## config.mk

```make
export PLATFORM = sky130hd
export DESIGN_NAME = mc8051_mem_resp
export DESIGN_NICKNAME = d
export VERILOG_FILES = /design/src/rtl/mc8051_mem_resp.sv
export SDC_FILE = /design/constraint.sdc
export NUM_CORES = 1
export LEC_CHECK = 0
export CORE_UTILIZATION = 45
export DETAILED_ROUTE_END_ITERATION = 10
export PLACE_DENSITY = 0.68
export SETUP_SLACK_MARGIN = 0.3
export SLEW_MARGIN = 15
export SYNTH_ARGS = -nofsm -noshare
export SYNTH_HDL_FRONTEND = slang
export SYNTH_SLANG_ARGS = --single-unit
```

## constraint.sdc

```tcl
create_clock -name i_clk -period 2.47 [get_ports i_clk]
set_clock_uncertainty 0.05 [all_clocks]
set_input_delay 0.247 -clock i_clk [delete_from_list [all_inputs] [get_ports i_clk]]
set_output_delay 0.247 -clock i_clk [all_outputs]
set_load 0.02 [all_outputs]
```

## src/rtl/mc8051_mem_resp.sv

```systemverilog
// mc8051_mem_resp: memory-side responder for the mc8051 core.
// Owns internal RAM, decodes direct addresses into IRAM or the SFR bus, and
// forwards XRAM/CODE accesses to the external bus with minimum wait states.
// Optional feature macro: MC8051_IRAM_UPPER_EN (256-byte IRAM when defined,
// 128-byte IRAM otherwise).
module mc8051_mem_resp #(
    parameter int XRAM_WAIT = 2,
    parameter int CODE_WAIT = 1
) (
    input  logic        i_clk,
    input  logic        i_rst_n,
    input  logic        i_req,
    input  logic        i_we,
    input  logic [1:0]  i_space,
    input  logic [15:0] i_addr,
    input  logic [7:0]  i_wdata,
    output logic        o_busy,
    output logic        o_rvalid,
    output logic [7:0]  o_rdata,
    output logic        o_err,
    output logic        o_sfr_re,
    output logic        o_sfr_we,
    output logic [7:0]  o_sfr_addr,
    output logic [7:0]  o_sfr_wdata,
    input  logic [7:0]  i_sfr_rdata,
    output logic        o_xbus_req,
    output logic        o_xbus_we,
    output logic        o_xbus_code,
    output logic [15:0] o_xbus_addr,
    output logic [7:0]  o_xbus_wdata,
    input  logic        i_xbus_ready,
    input  logic [7:0]  i_xbus_rdata
);

`ifdef MC8051_IRAM_UPPER_EN
    localparam int IRAM_AW = 8;
`else
    localparam int IRAM_AW = 7;
`endif
    localparam int IRAM_DEPTH = 1 << IRAM_AW;

    localparam logic [3:0] XW = XRAM_WAIT[3:0];
    localparam logic [3:0] CW = CODE_WAIT[3:0];

    typedef enum logic {IDLE, XWAIT} state_t;

    state_t state, state_nxt;

    logic [7:0]         iram [IRAM_DEPTH];
    logic [3:0]         cnt;
    logic [IRAM_AW-1:0] iram_idx;
    logic               accept;
    logic               is_ext;
    logic               is_sfr;
    logic               in_range;
    logic               iram_hit;
    logic               code_wr;
    logic               ext_start;
    logic               done;

    // Only indirect accesses can reach IRAM with addr[7]=1; without the upper
    // bank those fall outside the array (reads give 0xFF, writes vanish).
`ifdef MC8051_IRAM_UPPER_EN
    assign in_range = 1'b1;
`else
    assign in_range = ~i_addr[7];
`endif

    assign iram_idx  = i_addr[IRAM_AW-1:0];
    assign accept    = i_req & ~o_busy;
    assign is_ext    = i_space[1];
    assign is_sfr    = (i_space == 2'b00) & i_addr[7];
    assign iram_hit  = ~is_ext & ~is_sfr & in_range;
    assign code_wr   = is_ext & i_space[0] & i_we;
    assign ext_start = accept & is_ext & ~code_wr;
    assign done      = (state == XWAIT) && (cnt == 4'd0) && i_xbus_ready;

    // FSM state register
    always_ff @(posedge i_clk or negedge i_rst_n) begin
        if (!i_rst_n) state <= IDLE;
        else          state <= state_nxt;
    end

    // FSM next state: IDLE until an external access starts, XWAIT until done
    always_comb begin
        state_nxt = state;
        case (state)
            IDLE:    if (ext_start) state_nxt = XWAIT;
            XWAIT:   if (done)      state_nxt = IDLE;
            default: state_nxt = IDLE;
        endcase
    end

    // FSM outputs: busy flag and combinational SFR strobes in the accept cycle
    always_comb begin
        o_busy      = (state == XWAIT);
        o_sfr_re    = accept & is_sfr & ~i_we;
        o_sfr_we    = accept & is_sfr & i_we;
        o_sfr_addr  = (accept & is_sfr) ? i_addr[7:0] : 8'h00;
        o_sfr_wdata = (accept & is_sfr & i_we) ? i_wdata : 8'h00;
    end

    // IRAM array: writes commit at the accept edge; contents survive reset
    always_ff @(posedge i_clk) begin
        if (accept && iram_hit && i_we) iram[iram_idx] <= i_wdata;
    end

    // Datapath: read return, error pulse, wait counter and external bus regs
    always_ff @(posedge i_clk or negedge i_rst_n) begin
        if (!i_rst_n) begin
            o_rvalid     <= 1'b0;
            o_rdata      <= 8'h00;
            o_err        <= 1'b0;
            cnt          <= 4'd0;
            o_xbus_req   <= 1'b0;
            o_xbus_we    <= 1'b0;
            o_xbus_code  <= 1'b0;
            o_xbus_addr  <= 16'h0000;
            o_xbus_wdata <= 8'h00;
        end else begin
            o_rvalid <= 1'b0;
            o_err    <= 1'b0;
            if (accept && !is_ext && !i_we) begin
                o_rvalid <= 1'b1;
                if (is_sfr)        o_rdata <= i_sfr_rdata;
                else if (iram_hit) o_rdata <= iram[iram_idx];
                else               o_rdata <= 8'hFF;
            end
            if (accept && code_wr) o_err <= 1'b1;
            if (ext_start) begin
                cnt          <= i_space[0] ? CW : XW;
                o_xbus_req   <= 1'b1;
                o_xbus_we    <= i_we;
                o_xbus_code  <= i_space[0];
                o_xbus_addr  <= i_addr;
                o_xbus_wdata <= i_wdata;
            end else if (state == XWAIT) begin
                // counter saturates at zero while waiting on i_xbus_ready
                if (cnt != 4'd0) cnt <= cnt - 4'd1;
                if (done) begin
                    o_xbus_req <= 1'b0;
                    if (!o_xbus_we) begin
                        o_rvalid <= 1'b1;
                        o_rdata  <= i_xbus_rdata;
                    end
                end
            end
        end
    end

endmodule

```

Word level (Yosys, flattened, before mapping)
Memories as Yosys holds them, arrays and structs flattened. Cells that the tools add are included.

Bits in registers: 42. RAM bits: 1024. Input bits: 47. Memories: 1.

Add/sub/neg operators: 1. Multiplexer cells: 27. Bitwise gates (word level): 17. Reduce and logical (&&, ||, !) cells: 17.

Memories: iram (words 128, bits a word 8, rd ports 1, clocked after memory_dff 0, wr ports 1, RTL line 49) `logic [7:0] iram [IRAM_DEPTH];`.

Operator list (number): 8-bit two-way mux (9); 1-bit two-way mux (13); 4-bit two-way mux (3); 1-bit AND (11); 1-bit logical AND (7); 1-bit inverter (6); 2-bit nonzero test (3); 4-bit logical NOT (1); 2-bit AND reduction (2); 4-bit nonzero test (1); 4-bit by 1-bit subtractor with 4-bit output (second input constant) (1); 1-bit logical NOT (2); 2-bit logical NOT (1); 2-bit two-way mux (1); 1-bit case mux with 2 select lines (1).

Logic depth before layout (Yosys ltp)
Depth in word-level cells: 12. Depth in mapped cells: 12. Gate-level depth less buffers: 9.

Worst setup path before layout
Ideal clock, no wire load.

Kind: input to register. From: input i_addr[2]. To: memory iram[27][0] (enable). Arrival time: 2.062 ns. Required time: 2.050 ns. Setup slack: -0.012 ns. Stages: 10. Cells stage by stage: buf_4 buf_6 inv_1 buf_2 buf_2 buf_2 and2_1 nand2_1 clkbuf_1 nor2_1.

RTL lines: from (decl) (RTL line 15) `input logic [15:0] i_addr,`; to (decl) (RTL line 49).

Straight into the memory's write port.

Final worst setup path
From: register state, in the netlist o_busy. To: output o_sfr_wdata[4].

Longest elaborated chain between the ends: 5.

RTL lines: from (decl) (RTL line 47) `state_t state, state_nxt;`; from (signal assigned) (RTL line 81) `else state <= state_nxt;`; 1-bit inverter (RTL line 70) `assign accept = i_req & ~o_busy;`; 1-bit AND (RTL line 70); 1-bit AND (2 in series) (RTL line 100) `o_sfr_wdata = (accept & is_sfr & i_we) ? i_wdata : 8'h00;`; 8-bit two-way mux (RTL line 100); to (decl) (RTL line 24) `output logic [7:0] o_sfr_wdata,`.

Every way passes these cells.

==> metrics.yaml <==
setup_path:
  crit_buf_inv: 5
  cpMaxStageDelayCell: "dfrtp_1"
  worst-setup-path-type: "reg -> out"
  start_kind: "flop"
  critPathMaxFanout: 5
  path_cells: "inv_2 -> nand2_2 -> buf_6 -> nor3_4 -> buf_6 -> buf_6 -> and3_4 -> buf_6"
  cp.required_ps: 2170
  crit_family: "buffers and inverters"
  critPathArrivalTime_ps: 2050
  cpMostUsedCell: "buf_6"
  critPathCaptureType: "output pin"
  slowest_delay_ps: 410
final_layout:
  seqCellArea_mm2: 0.0318
  fin_nets: 3073
  synthToLayoutAreaGrowth_pct: 27.0
  final_util_pct: 57.8
  layout_common_cells: "1,024 x edfxtp_1, 374 x buf_4, 199 x a221oi_1"
  layout-drive-gt1-share_pct: 31.6
  final_common_cell: "edfxtp_1"
  fillers: 6827
  multi_input_area_mm2: 0.00993
synth:
  yosysWarnings: 0
  syn-cell-area_mm2: 0.0418
  synthXorXnorAreaFrac_pct: 0.0420
  synth-seq-area-share_pct: 76.2
  yosys_register_bits: 1066
  synth_top_family_by_area: "compound AO/OA/AOI/OAI gates"
  syn_inst: 2466
  synth_edf_count: 1024
  yosys.area_share.simple_pct: 4.15
  netlist.area_leader.share_pct: 73.6
  muxShareOfSynthArea_pct: 7.04
  synthDistinctLibCells: 69
  synth_top_area_cell: "edfxtp_1"
  synthFlopType: "edfxtp_1"
  synth.area.top_cells: "edfxtp_1 74%, a221oi_1 4.2%, mux2i_1 2.5%"
  syn_nets: 2515
  synthAdderAreaFrac_pct: 0.0599
  async_flop_share_pct: 3.94
  synth-compound-area-share_pct: 10.4
  syn_avg_cell_area_um2: 16.9
grt:
  grt_use_total_pct: 26.7
  antenna_found_initial: 4
  first_global_vias: 26278
  grt_pass1_wl_um: 182000
  grt_max_degree: 130
  grt.overflow.total: 0
place:
  io_buffers: 102
  gp_congestion: 0.957
  dp_hpwl_um: 83800
floorplanning:
  fp.dieH_um: 307
  rows: 111
  die_area_mm2: 0.0940
  core_mm2: 0.0918
  die_x_um: 307
  io_pins: 103
  start_util_pct: 45.5
timing:
  slew_headroom_pct: 47.3
  finalCriticalPeriod_ps: 2340
  slew_violations: 0
  clock.fmax_ghz: 0.427
  fin_tns_setup_ps: 0
  setup_viol: 0
  rsz0062_at_grt: "true"
  period_share_pct: 94.9
  hold_violations: 0
  tightest_slew_ps: 791
cts:
  clock_sinks: 1066
  clk_pin_slew_worst_paths_ps: 70
  clock_latency_ps: 660
  cts_tree: "built"
  cts-htree-levels: 3
  cts_buffer_depth: 3
  ctsRootBufferMaster: "clkbuf_16"
  cts_made_buffers: 102
routing:
  post_drt_wl_per_cell_um: 29.2
  dr.pass1.iters: 7
  ant_nets: 0
  vias: 27030
  drcViolationCount: 0
  finalWirelength_um: 127000
  drt_iter0_drc: 3703
  via_per_inst: 6.20
power:
  ir_drop_uv: 888
  power.leakage_nw: 17.9
  power_density_mw_per_mm2: 768
status:
  status: "finished clean"
worst_hold_path:
  holdCritPathClass: "in -> reg"
flow_run:
  cap_viol_max_count: 0
[what timing repair did]
item                                    CTS  global route
gates cloned                              1             1
hold buffers                              5             0
pin swaps                                20            20
buffers inserted                          8             8
resized for setup                       164           133
endpoints found under the setup margin  879           819
hold endpoints to repair                 54             0
[through the flow]
step,std cells,hold slack [ps],area (µm²),power [mW],worst slack [ps]
CTS,4347,12.2,52400,40.7,72.2
detailed placement,4140,267,48700,25.1,-418
floorplan,2466,-98.6,42100,22.6,209
global placement,4140,250,48700,25.0,-422
finish,4359,14.1,53000,40.7,126
global route,4358,8.93,53000,41.8,66.3
[worst register-to-register path: stages (launching register included)]
cell and delay (ps):
edfxtp_1 360, mux2_2 300, o21ai_0 180, a21oi_1 110
o41ai_2 450, a31oi_4 200, nor4_2 230, buf_4 160
a31oi_1 60
[flip-flops by register name, summed over array words and instances, names as in the netlist]
name and count:
o_xbus_wdata 8, o_err 1, o_xbus_addr 16, o_xbus_code 1
o_rvalid 1, o_busy 1, cnt 4, o_rdata 8
o_xbus_we 1, iram 1024, o_xbus_req 1
[synth_stat cells, drive strengths merged, types with 3 or more instances]
cell type  count
nor3          26
o211ai         4
nor4          10
mux2i        106
o22a          16
and3          10
mux2          83
a211oi        10
a311oi         3
o22ai         12
mux4          42
buf           96
nor2         237
a21o           3
nand2b         9
o2bb2ai        6
nand3         10
inv           12
o311a          6
o221a          4
a22o          18
a2111oi        8
a221oi       202
a22oi         42
o41ai          8
edfxtp      1024
o21ai         92
o21a           3
nand2         63
clkbuf        76
nand4          3
o31ai          4
and2          11
dfrtp         42
a21oi         79
o221ai        14
a221o         15
a31oi         21
nor2b         10
[logic make-up after synthesis]
logic type | count (synthesis)
xor gates and xnor gates | 2
adders and majority gates | 2
AOI/OAI and AO/OA | 582
DFF | 1066
and+or+nand+nor | 399
muxes | 231
buffers and inverters | 184
[cell type report]
| type | count | area share [%] |
|---|---|---|
| sequential | 1066 | 60.0 |
| multi-input combinational | 1216 | 18.7 |
| timing repair buffer | 626 | 12.0 |
| clock buffer | 122 | 5.15 |
| tap | 1243 | 2.93 |
| clock inverter | 71 | 1.17 |
| inverter | 12 | 0.0849 |
| antenna | 3 | 0.0142 |
[layer usage]
layer | up-vias | GRT usage (%) | routed length, µm
met2 | 1887 | 41.8 | 59100
li1 | 11212 | - | -
met3 | 297 | 4.97 | 14400
met5 | - | 0 | 20
met1 | 13632 | 37.5 | 49200
met4 | 2 | 9.49 | 4790
[worst paths after layout]
kind / start / endpoint / slack, ps / cells past startpoint
max in group asynchronous: i_rst_n / o_rdata[3]$_DFF_PN0_ / 1640 / 3
setup / recovery: o_busy$_DFF_PN0_ / o_sfr_wdata[4] / 130 / 8
setup reg to reg: iram[63][1]$_DFFE_PP_ / o_rdata[1]$_DFF_PN0_ / 250 / 8
hold reg to reg: o_xbus_addr[1]$_DFFE_PN0P_ / o_xbus_addr[1]$_DFFE_PN0P_ / 440 / 2
min in group asynchronous: i_rst_n / o_xbus_wdata[0]$_DFFE_PN0P_ / 110 / 2
hold / removal: i_wdata[7] / iram[72][7]$_DFFE_PP_ / 10 / 1
[power by group]
part | switching [mW] | total [mW] | internal (mW)
Combinational | 2.65 | 4.66 | 2.01
Clock | 6.62 | 15.7 | 9.03
Sequential | 0.302 | 20.4 | 20.1
Total | 9.57 | 40.7 | 31.2
Power figures use the tool's default switching activity.
